===== src/rtl/rgb_pwm_pkg.sv =====
// Shared encodings for the RGB LED PWM controller: channel modes and
// register-select codes used by the write port.
package rgb_pwm_pkg;

    typedef enum logic [1:0] {
        MODE_OFF     = 2'd0,
        MODE_ON      = 2'd1,
        MODE_PWM     = 2'd2,
        MODE_BREATHE = 2'd3
    } mode_t;

    localparam logic [1:0] SEL_TARGET = 2'd0;
    localparam logic [1:0] SEL_MODE   = 2'd1;
    localparam logic [1:0] SEL_RATE   = 2'd2;

endpackage


===== src/rtl/rgb_pwm_chan.sv =====
// One LED channel: programmable registers, fade/breathe engine driven by a
// per-channel step counter, period-aligned active duty and output compare.
module rgb_pwm_chan
    import rgb_pwm_pkg::*;
#(
    parameter int               PWM_W     = 8,
    parameter logic [PWM_W-1:0] INIT_DUTY = '0
) (
    input  logic             clk,
    input  logic             rst,
    input  logic             tick,
    input  logic [PWM_W-1:0] cnt,
    input  logic             cnt_max,
    input  logic             test_mode,
    input  logic             test_rise,
    input  logic             wr_target,
    input  logic             wr_mode,
    input  logic             wr_rate,
    input  logic [PWM_W-1:0] wr_data,
    output logic             pwm,
    output logic             fading
);

    localparam logic [PWM_W-1:0] DUTY_MAX = '1;
    localparam logic [PWM_W-1:0] ONE      = PWM_W'(1);

    logic [PWM_W-1:0] target, rate, cur_duty, act_duty, step_cnt;
    mode_t            mode;
    logic             down;

    logic [PWM_W-1:0] target_n, rate_n, cur_n, step_cnt_n;
    mode_t            mode_n, eff_mode;
    logic             down_n, step, pwm_n, fading_n;

    always_comb begin
        target_n   = wr_target ? wr_data : target;
        mode_n     = wr_mode ? mode_t'(wr_data[1:0]) : mode;
        rate_n     = wr_rate ? wr_data : rate;
        eff_mode   = test_mode ? MODE_BREATHE : mode;
        cur_n      = cur_duty;
        down_n     = down;
        step_cnt_n = step_cnt;
        step       = 1'b0;

        // rate 0 steps every clock; otherwise one step per 'rate' fade ticks
        if (rate == '0) begin
            step = 1'b1;
        end else if (tick) begin
            if (step_cnt == rate - ONE) begin
                step       = 1'b1;
                step_cnt_n = '0;
            end else begin
                step_cnt_n = step_cnt + ONE;
            end
        end

        if (step) begin
            case (eff_mode)
                MODE_PWM: begin
                    if (rate == '0)             cur_n = target;
                    else if (cur_duty < target) cur_n = cur_duty + ONE;
                    else if (cur_duty > target) cur_n = cur_duty - ONE;
                end
                MODE_BREATHE: begin
                    // turn around at the ends so the ramp never wraps
                    if (!down && cur_duty == DUTY_MAX) begin
                        cur_n  = cur_duty - ONE;
                        down_n = 1'b1;
                    end else if (down && cur_duty == '0) begin
                        cur_n  = cur_duty + ONE;
                        down_n = 1'b0;
                    end else if (down) begin
                        cur_n = cur_duty - ONE;
                    end else begin
                        cur_n = cur_duty + ONE;
                    end
                end
                default: ;
            endcase
        end

        if (wr_rate) step_cnt_n = '0;

        if (test_rise) begin
            cur_n      = INIT_DUTY;
            down_n     = 1'b0;
            step_cnt_n = '0;
        end

        fading_n = (eff_mode == MODE_PWM) && (cur_n != target_n);

        case (eff_mode)
            MODE_OFF: pwm_n = 1'b0;
            MODE_ON:  pwm_n = 1'b1;
            default:  pwm_n = (act_duty > cnt);
        endcase
    end

    always_ff @(posedge clk) begin
        if (rst) begin
            target   <= '0;
            mode     <= MODE_OFF;
            rate     <= '0;
            cur_duty <= '0;
            act_duty <= '0;
            step_cnt <= '0;
            down     <= 1'b0;
            pwm      <= 1'b0;
            fading   <= 1'b0;
        end else begin
            target   <= target_n;
            mode     <= mode_n;
            rate     <= rate_n;
            cur_duty <= cur_n;
            step_cnt <= step_cnt_n;
            down     <= down_n;
            if (cnt_max) act_duty <= cur_duty;
            pwm      <= pwm_n;
            fading   <= fading_n;
        end
    end

endmodule


===== src/rtl/rgb_pwm_ctrl.sv =====
// N-channel LED PWM controller top: fade prescaler, shared PWM counter,
// register write decode and test_mode edge detect around per-channel engines.
module rgb_pwm_ctrl
    import rgb_pwm_pkg::*;
#(
    parameter int NCH   = 3,
    parameter int PWM_W = 8,
    parameter int DIV   = 1024,
    localparam int CH_W = (NCH > 1) ? $clog2(NCH) : 1
) (
    input  logic             clk,
    input  logic             rst,
    input  logic             wr_en,
    input  logic [CH_W-1:0]  wr_ch,
    input  logic [1:0]       wr_sel,
    input  logic [PWM_W-1:0] wr_data,
    input  logic             test_mode,
    output logic [NCH-1:0]   pwm_out,
    output logic [NCH-1:0]   fading
);

    localparam int PS_W = (DIV > 1) ? $clog2(DIV) : 1;

    logic [PS_W-1:0]  ps;
    logic [PWM_W-1:0] cnt;
    logic             tick, cnt_max, test_q, test_rise, wr_ok;

    assign tick      = (ps == PS_W'(DIV - 1));
    assign cnt_max   = (cnt == '1);
    assign test_rise = test_mode & ~test_q;
    assign wr_ok     = wr_en && (int'(wr_ch) < NCH) && (wr_sel != 2'd3);

    always_ff @(posedge clk) begin
        if (rst) begin
            ps     <= '0;
            cnt    <= '0;
            test_q <= 1'b0;
        end else begin
            ps     <= tick ? '0 : ps + PS_W'(1);
            cnt    <= cnt + PWM_W'(1);
            test_q <= test_mode;
        end
    end

    // channel i starts its test-mode breathe at i/NCH of full scale
    for (genvar i = 0; i < NCH; i++) begin : g_chan
        logic sel_ch;
        assign sel_ch = wr_ok && (wr_ch == CH_W'(i));

        rgb_pwm_chan #(
            .PWM_W    (PWM_W),
            .INIT_DUTY(PWM_W'(i * ((2 ** PWM_W) / NCH)))
        ) u_chan (
            .clk      (clk),
            .rst      (rst),
            .tick     (tick),
            .cnt      (cnt),
            .cnt_max  (cnt_max),
            .test_mode(test_mode),
            .test_rise(test_rise),
            .wr_target(sel_ch && (wr_sel == SEL_TARGET)),
            .wr_mode  (sel_ch && (wr_sel == SEL_MODE)),
            .wr_rate  (sel_ch && (wr_sel == SEL_RATE)),
            .wr_data  (wr_data),
            .pwm      (pwm_out[i]),
            .fading   (fading[i])
        );
    end

endmodule


===== config.mk =====
export PLATFORM = sky130hd
export DESIGN_NAME = rgb_pwm_ctrl
export DESIGN_NICKNAME = d
export VERILOG_FILES = /design/src/rtl/rgb_pwm_pkg.sv /design/src/rtl/rgb_pwm_chan.sv /design/src/rtl/rgb_pwm_ctrl.sv
export SDC_FILE = /design/constraint.sdc
export NUM_CORES = 1
export LEC_CHECK = 0
export CORE_UTILIZATION = 57
export DETAILED_ROUTE_END_ITERATION = 6
export PLACE_DENSITY = 0.77
export RECOVER_POWER = 50
export SLEW_MARGIN = 20
export SYNTH_ARGS = -nofsm -noshare
export SYNTH_HDL_FRONTEND = slang
export SYNTH_SLANG_ARGS = --single-unit

===== constraint.sdc =====
create_clock -name clk -period 2.7 [get_ports clk]
set_input_delay 0.27 -clock clk [delete_from_list [all_inputs] [get_ports clk]]
set_output_delay 0.27 -clock clk [all_outputs]
set_load 0.02 [all_outputs]

==> summary.txt, run 1 <==
via count: 11,500
overall routing resource usage: 36.6%
Area contributors post-synth: dfxtp_1, ha_1, nor2_1
Slew HR: 56.2%
combinational group share of total power: 23.8%
share of cells above drive strength 1: 27.7%
Data arrival, critical path: 3330 ps
Synth Net Count: 1,436
root buffer cell: clkbuf_16
worst skew pair latency: 440 ps
Util after Layout: 78.2%
Yosys Warn Count: 0
Post-layout nets: 1,708
Sw Share: 30.5%
Die Y: 138 um
Req. time, crit path: 3050 ps
clk buf depth: 2
routed wire length: 35,600 um
post-route design area: 0.0141 mm^2
final setup violation count: 3
drt via density: 6.16
Seq pwr share: 37.8%
PwrDens: 438 mW/mm^2
TritonCTS Buffers: 17
slowest CP cell: or4_4
Net Switching: 1.89 mW
antenna-violating nets left: 0
placed cell areas: 0.0130 mm^2
DR WL met3: 3400 um
status: complete, but fails checks
setup tns final: -674 ps
Fin Clk Skew: 13.1 ps
fmax: 0.336 GHz
Layout fillers: 1,233
Clock Sinks: 154
Synth Area per Inst: 7.81 um^2
area grow syn2layout: 34.0%
Most used DFF post-synth: dfxtp_1
M1 WL: 14,700 um
Die ar.: 0.0191 mm^2
clk slew on worst S/H paths: 70 ps
Synth top area share: 29.2%
wire length on met2: 16,400 um
Int Pwr: 4.31 mW
worst min-delay path category: in2reg
DRT iter0 DRCs: 1,279
final hold vios: 0
first-pass GRT wire length: 55,600 um
fin crit share: 110%
Initial Utilization: 58.4%
I/O pin count: 22
die width: 138 um
Critical Path Max Stage Delay: 570 ps
maxcap violations: 0
crit-path cells: or4_4, nor4_4, xnor2_1, nand4_2, buf_4, o32ai_4, buf_6, a21oi_2, a31oi_1, o22ai_1, a32o_1, a311oi_1
initial antenna violation count: 0
Routability Congestion: 0.986
most frequent cells after synthesis: nor2_1, dfxtp_1, nand2_1, a21oi_1, ha_1
RSZ-0062 raised after global routing: yes
Worst R2R Path Depth: 12
failing checks: negative setup slack
largest net degree at the start of global routing: 45
Leakage: 5.92 nW
worst IR drop on VDD: 0.000466 V
worst hold stages: 2
pin slew with the least headroom to its limit: 657 ps
port buffer count: 21
cell accounting for the most synthesized area: dfxtp_1
CTS tree: done
Post-synth EDFFs: 0
clock share of power: 38.4%
hold buffers post-CTS: 0
row count: 49
drt drc: 0
Avg WL per Cell: 19.1 um
H-Tree Depth: 4
post-synthesis async set-or-reset flop share: 0%
ANT cells: 0
sequential element share of the synthesized area: 29.2%
DR pass1 iterations: 6
highest routing layer actually used: met4
CP Max Fanout: 3
synthesized cell area: 0.0106 mm^2
startpoint types: flop
Yosys reg bits: 154
HPWL Detailed: 25,800 um
vias in the first global route: 11,000
final worst slack: -277 ps
most common cell in the netlist: nor2_1
Core Area: 0.0181 mm^2
Final Power: 6.20 mW
max-slew violation count: 0
Final min period: 2980 ps
Distinct cells, synth: 93
Synth Instances: 1,352
total global routing overflow: 0
Setup crit end kind: flop
Crit Path Class: reg2reg
final cells by class:
type | instances | area, um^2 | share of cell area (%)
Inverter | 55 | 213 | 1.50
Sequential cell | 154 | 3110 | 22.0
Tap cell | 229 | 287 | 2.02
Multi-Input combinational cell | 1076 | 7420 | 52.5
Timing Repair Buffer | 320 | 2540 | 18.0
Clock buffer | 19 | 443 | 3.13
Clock inverter | 13 | 131 | 0.928
stage by stage:
| stage | instances | hold slack [ps] | setup WS, ps |
|---|---|---|---|
| 2_1_floorplan | 1352 | 406 | -34.5 |
| 3_3_place_gp | 1817 | 443 | -323 |
| 3_5_place_dp | 1817 | 454 | -313 |
| 4_1_cts | 1857 | 225 | -182 |
| 5_1_grt | 1866 | 237 | -387 |
| 6_report | 1866 | 235 | -277 |
worst max-delay path, delay by kind of cell, from the launching register on:
kind / cells / cell delay [ps]
compound gates: 6 / 1160
xor+xnor: 1 / 180
buf+inv: 2 / 340
flops: 1 / 330
simple gates: 3 / 880
cell usage in the layout (no fill, tap or decap), types with 16 or more instances in the layout:
cell type | Yosys | final
nor2b_1 | 20 | 18
a21oi_1 | 95 | 88
nand2_1 | 132 | 129
clkbuf_16 | 0 | 17
nor2_1 | 173 | 170
xnor2_1 | 48 | 47
ha_1 | 68 | 60
nand3_1 | 56 | 56
nand4_1 | 24 | 24
buf_4 | 9 | 287
clkdlybuf4s50_1 | 0 | 20
dfxtp_1 | 154 | 136
mux2i_1 | 58 | 57
o211ai_1 | 17 | 17
or3_1 | 19 | 18
dfxtp_2 | 0 | 17
o21ai_1 | 9 | 16
nor3_1 | 32 | 26
inv_1 | 55 | 49
o21ai_0 | 48 | 34
xor2_1 | 37 | 37
power groups by stage:
| stage | clock network (mW) | logic (mW) | registers, mW |
|---|---|---|---|
| global placement | 0 | 1.25 | 2.39 |
| floorplan | 0 | 0.744 | 2.39 |
| CTS | 2.38 | 1.33 | 2.34 |
| detailed placement | 0 | 1.27 | 2.39 |
| global route | 2.49 | 1.57 | 2.35 |
| finish | 2.38 | 1.47 | 2.35 |
flip-flops by register name, summed over array words and instances, names as in the netlist, 6 cells and up:
register and count:
g_chan.u_chan.cur_duty 24, g_chan.u_chan.step_cnt 24, cnt 8, ps 10, g_chan.u_chan.mode 6, g_chan.u_chan.target 24
g_chan.u_chan.rate 24, g_chan.u_chan.act_duty 24
worst paths after layout:
kind | from | endpoint | slack [ps]
worst max-delay path | g_chan[2].u_chan.rate[3] | g_chan[2].u_chan.fading | -280
worst min-delay path | rst | cnt[3] | 240
worst max register to register | g_chan[2].u_chan.rate[3] | g_chan[2].u_chan.fading | -280
worst min register to register | g_chan[1].u_chan.act_duty[4] | g_chan[1].u_chan.act_duty[4] | 460
timing repair:
item,4_1_cts,5_1_grt
pin swaps,22,37
endpoints found under the setup margin,3,8
resized for setup,34,70
buffers inserted,8,9
layer usage:
metal | up-vias | GRT usage [%]
li1 | 5371 | -
met1 | 5463 | 47.7
met2 | 573 | 59.7
met3 | 86 | 6.58
met4 | 0 | 15.0
met5 | - | 0
cells by family (layout without fill, tap and decap cells):
| kind of cell | Yosys count | after routing | synth area share, % |
|---|---|---|---|
| DFF | 154 | 154 | 29.2 |
| and+or+nand+nor | 557 | 557 | 25.8 |
| adders and majority gates | 68 | 68 | 8.06 |
| buffers and inverters | 122 | 407 | 5.07 |
| muxes | 64 | 64 | 6.24 |
| xor gates and xnor gates | 85 | 85 | 7.05 |
| AOI/OAI and AO/OA | 302 | 302 | 18.6 |
No activity file was read; power rests on OpenSTA's default activity.
==> run 2: changes to the inputs <==
--- a/config.mk
+++ b/config.mk
@@ -6,9 +6,11 @@
 export NUM_CORES = 1
 export LEC_CHECK = 0
 export CORE_UTILIZATION = 57
+export CTS_CLUSTER_SIZE = 25
 export DETAILED_ROUTE_END_ITERATION = 6
 export PLACE_DENSITY = 0.77
 export RECOVER_POWER = 50
+export SKIP_CTS_REPAIR_TIMING = 1
 export SLEW_MARGIN = 20
 export SYNTH_ARGS = -nofsm -noshare
 export SYNTH_HDL_FRONTEND = slang
==> run 2 against run 1 <==
Net effect: the flow still finishes with violations (negative setup slack); sequential power hardly changed; total power decreased by 0.73%; design area shrank 0.62%; largest power group unchanged.
==> summary.txt, run 2 (synthesized netlist as in run 1, its figures left out) <==
status: complete, but fails checks
failing checks: negative setup slack
routed wire length: 35,300 um
slowest CP cell: o32ai_2
via count: 11,400
Routability Congestion: 0.986
first-pass GRT wire length: 54,700 um
port buffer count: 21
CTS tree: done
RSZ-0062 raised after global routing: yes
worst min-delay path category: in2reg
placed insts: 1,817
root buffer cell: clkbuf_16
final hold vios: 0
FF+latch area: 0.00312 mm^2
TritonCTS Buffers: 17
Crit Path Class: reg2reg
fin crit share: 110%
Data arrival, critical path: 3330 ps
Die Y: 138 um
DRT iter0 DRCs: 1,249
worst IR drop on VDD: 0.000456 V
Util after Layout: 77.8%
final worst slack: -280 ps
total global routing overflow: 0
crit-path cells: inv_1, ha_1, and2_1, o21ai_1, a31oi_4, buf_4, o32ai_2, buf_4, a21oi_2, a31oi_1, o22ai_1, a32o_1, a311oi_1
clk buf depth: 2
share of cells above drive strength 1: 27.5%
PwrDens: 438 mW/mm^2
Die ar.: 0.0191 mm^2
CP Max Fanout: 4
startpoint types: flop
setup tns final: -626 ps
worst skew pair latency: 440 ps
Initial Utilization: 58.4%
fin cells: 1,858
Critical Path Max Stage Delay: 390 ps
fmax: 0.336 GHz
Post-layout nets: 1,700
Core Area: 0.0181 mm^2
vias in the first global route: 10,900
maxcap violations: 0
antenna-violating nets left: 0
flop-to-flop setup slack: -280 ps
most frequent cells in the layout: buf_4, nor2_1, nand2_1, dfxtp_1, a21oi_1
Final min period: 2980 ps
row count: 49
drt via density: 6.11
Layout fillers: 1,266
clk slew on worst S/H paths: 70 ps
largest net degree at the start of global routing: 45
HPWL Detailed: 25,800 um
Setup crit end kind: flop
Slew HR: 57.4%
initial antenna violation count: 0
area grow syn2layout: 33.1%
area of the multi-input gates: 0.00741 mm^2
ANT cells: 0
H-Tree Depth: 4
final hold slack: 234 ps
Avg WL per Cell: 19.0 um
drt drc: 0
Final Power: 6.16 mW
most frequent cell on the critical path: buf_4
Clock Sinks: 154
commonest non-fill, non-tap cell in the layout: buf_4
final setup violation count: 3
I/O pin count: 22
pin slew with the least headroom to its limit: 636 ps
Fin Clk Skew: 12.3 ps
DR pass1 iterations: 6
Req. time, crit path: 3050 ps
Leakage: 5.88 nW
max-slew violation count: 0
die width: 138 um
overall routing resource usage: 35.9%
## run 2: cell types whose count changed in the layout (fill, tap and decap cells not counted), moves of 3 or more
cell	change
inv_2	+5
o21ai_2	-5
buf_6	-4
ha_1	-4
dfxtp_1	-9
o21ai_1	+3
dfxtp_2	+10
buf_4	-4
ha_4	+5
inv_1	-3
## run 2: worst max-delay path: cells and delay by family, from the launching register on
kind	cells	cell delay [ps]
AO/OA/AOI/OAI	8	1700
buffers and inverters	3	440
adder cells (fa/ha/maj)	1	210
AND/OR/NAND/NOR	1	200
flip-flops	1	330
## run 2: worst paths after layout
path                                                    from                           end  depth (start not counted)
worst max-delay path                g_chan[2].u_chan.rate[0]       g_chan[2].u_chan.fading                         13
worst min-delay path                                     rst                        cnt[3]                          2
worst max register to register      g_chan[2].u_chan.rate[0]       g_chan[2].u_chan.fading                         13
worst min register to register  g_chan[1].u_chan.act_duty[4]  g_chan[1].u_chan.act_duty[4]                          2
## run 2: layer usage
layer	GRT usage [%]	share of wire (%)	vias up	wire length, um
met1	47.6	42	5380	14900
met3	6.27	8.9	86	3150
met5	0	0	-	0
met4	13.0	3.1	0	1090
met2	58.8	46	538	16200
li1	-	-	5349	-
## run 2: power by group
part	switching [mW]	internal, mW
combinational	0.767	0.665
clock	1.06	1.32
sequential	0.0376	2.31
total	1.86	4.29
## run 2: cell type report
class,instances,share of cell area [%]
multi-input cells,1076,52.7
flip-flops and latches,154,22.2
repair buffers,312,17.6
clock buffers,19,3.15
well taps,229,2.04
inverters,55,1.47
clock inverters,13,0.934
## run 2: metrics by stage
stage,instance area [um^2],setup WS (ps)
global placement,13000,-323
finish,14100,-280
detailed placement,13000,-313
CTS,13600,-347
floorplan,10700,-34.5
global route,14100,-419
==> run 3: changes to the inputs <==
--- a/config.mk
+++ b/config.mk
@@ -5,13 +5,14 @@
 export SDC_FILE = /design/constraint.sdc
 export NUM_CORES = 1
 export LEC_CHECK = 0
-export CORE_UTILIZATION = 57
+export CORE_UTILIZATION = 58
 export CTS_CLUSTER_SIZE = 25
 export DETAILED_ROUTE_END_ITERATION = 6
-export PLACE_DENSITY = 0.77
+export PLACE_DENSITY = 0.78
 export RECOVER_POWER = 50
 export SKIP_CTS_REPAIR_TIMING = 1
 export SLEW_MARGIN = 20
 export SYNTH_ARGS = -nofsm -noshare
 export SYNTH_HDL_FRONTEND = slang
+export SYNTH_HIERARCHICAL = 1
 export SYNTH_SLANG_ARGS = --single-unit
==> run 3 against run 2 <==
Net effect: the run still ends with negative setup slack left; clock power barely moved; global-route usage grew 2.1 points; routed wire length is 8.0% higher; clock skew is 3.7 ps higher; total power up 4.2%; utilization up 3.2 points; sequential cell count is the same; highest routed layer unchanged.
==> summary.txt, run 3 <==
Post-layout nets: 1,813
Distinct cells, synth: 100
Req. time, crit path: 3050 ps
TritonCTS Buffers: 17
fin crit share: 116%
port buffer count: 21
clk buf depth: 2
Core Area: 0.0187 mm^2
vias in the first global route: 12,000
CP Max Fanout: 8
root buffer cell: clkbuf_16
maxcap violations: 0
Area contributors post-synth: dfxtp_1, mux2i_1, ha_1
CTS tree: done
initial antenna violation count: 0
Fin Clk Skew: 16.0 ps
most common cell in the netlist: nor2_1
Leakage: 6.15 nW
Data arrival, critical path: 3470 ps
ANT cells: 0
die width: 140 um
most frequent cells in the layout: buf_4, nor2_1, dfxtp_1, mux2i_1, nand2_1
PwrDens: 424 mW/mm^2
first-pass GRT wire length: 59,100 um
Critical Path Max Stage Delay: 570 ps
Synth Net Count: 1,457
Avg WL per Cell: 19.3 um
cell accounting for the most synthesized area: dfxtp_1
overall routing resource usage: 38.1%
Die Y: 140 um
worst IR drop on VDD: 0.000516 V
clk slew on worst S/H paths: 70 ps
final hold vios: 0
Yosys Warn Count: 6
most frequent cells after synthesis: nor2_1, dfxtp_1, mux2i_1, nand2_1, inv_1
via count: 12,300
slowest CP cell: or4b_4
Most used DFF post-synth: dfxtp_1
Slew HR: 19.4%
Routability Congestion: 1.01
fmax: 0.321 GHz
met1 Track Usage GR: 43.5%
GRT Max-Usage Layer: met2
status: complete, but fails checks
routed wire length: 38,100 um
commonest non-fill, non-tap cell in the layout: buf_4
crit-path cells: inv_4, ha_4, xnor2_2, o2bb2ai_2, a2111oi_4, or4b_4, a21o_4, a21o_1, a41oi_2, xnor2_1, nor3_2, buf_4, a311oi_2
worst skew pair latency: 450 ps
synthesized cell area: 0.0111 mm^2
post-synthesis async set-or-reset flop share: 0%
GR Util met3: 7.97%
area grow syn2layout: 36.4%
H-Tree Depth: 4
worst min-delay path category: reg2reg
sequential element share of the synthesized area: 27.8%
Post-synth EDFFs: 0
HPWL Detailed: 28,100 um
antenna-violating nets left: 0
DRT iter0 DRCs: 1,126
RSZ-0062 raised after global routing: yes
pin slew with the least headroom to its limit: 1210 ps
Clock Sinks: 154
Synth Area per Inst: 8.08 um^2
max-slew violation count: 0
Crit Path Class: reg2reg
failing checks: negative setup slack
setup tns final: -874 ps
worst slack at placement: -579 ps
total global routing overflow: 0
drt via density: 6.21
Die ar.: 0.0197 mm^2
Synth Instances: 1,373
Synth top area share: 27.8%
Initial Utilization: 59.3%
share of cells above drive strength 1: 29.7%
final setup violation count: 4
I/O pin count: 22
DR pass1 iterations: 7
row count: 50
startpoint types: flop
Yosys reg bits: 154
Layout fillers: 1,229
Final min period: 3120 ps
final worst slack: -419 ps
met2 GRT Util: 66.7%
drt drc: 0
largest net degree at the start of global routing: 38
Setup crit end kind: flop
==> run 3: cell count changes in the layout (fill, tap and decap cells not counted), sizes merged, moves of 14 or more <==
cell,previous run,this run
mux2i,58,86
a21oi,96,69
nor2,174,192
and3,13,28
clkbuf,19,33
buf,292,359
inv,62,81
o21a,8,23
nand3,57,43
nand2,132,80
==> run 3: kinds of logic after synthesis <==
| family | Yosys count | share of synthesized area [%] |
|---|---|---|
| flops | 154 | 27.8 |
| fa+ha+maj | 68 | 7.67 |
| xor+xnor | 76 | 6.07 |
| simple gates | 533 | 24.6 |
| compound gates | 318 | 20.5 |
| buf+inv | 131 | 4.89 |
| mux | 93 | 8.47 |
==> run 3: cell type report <==
class | count | area, um^2 | area share (%)
multi-input combinational | 1089 | 7880 | 52.1
sequential | 154 | 3100 | 20.5
timing repair buffer | 395 | 3000 | 19.8
clock buffer | 17 | 425 | 2.81
tap | 234 | 293 | 1.93
inverter | 72 | 273 | 1.80
clock inverter | 15 | 168 | 1.11
==> run 3: routing by layer <==
layer | routed length, um | part of all wire, %
met1 | 15100 | 40
met2 | 17900 | 47
met3 | 3020 | 7.9
met4 | 2080 | 5.5
met5 | 0 | 0
==> run 3: worst paths after layout <==
path / from / end / slack, ps / depth (start not counted)
max: g_chan[2].u_chan/rate[0] / g_chan[2].u_chan/fading / -420 / 13
min: g_chan[1].u_chan/act_duty[0] / g_chan[1].u_chan/act_duty[0] / 500 / 2
max reg2reg: g_chan[2].u_chan/rate[0] / g_chan[2].u_chan/fading / -420 / 13
min reg2reg: g_chan[1].u_chan/act_duty[0] / g_chan[1].u_chan/act_duty[0] / 500 / 2
==> run 3: stage by stage <==
stage	cell area, um^2	util [%]	hold slack (ps)	std cells	power (mW)
finish	15100	80.9	503	1976	6.41
global route	15100	80.9	525	1976	6.64
CTS	14800	78.9	261	1959	6.28
detailed placement	14200	75.7	488	1927	3.88
global placement	14200	75.7	478	1927	3.86
floorplan	11200	-	339	1373	3.23
==> run 3: report_power, final <==
group	internal (mW)	switching (mW)	total, mW
logic	0.765	0.874	1.64
registers	2.31	0.0491	2.36
clock network	1.25	1.17	2.41
==> run 3: critical path: cells and delay by family, from the launching register on <==
family | cells | cell delay [ps]
adder cells (fa/ha/maj) | 1 | 180
AO/OA/AOI/OAI | 6 | 1330
flip-flops | 1 | 370
XOR/XNOR | 2 | 320
AND/OR/NAND/NOR | 2 | 650
buffers and inverters | 2 | 180
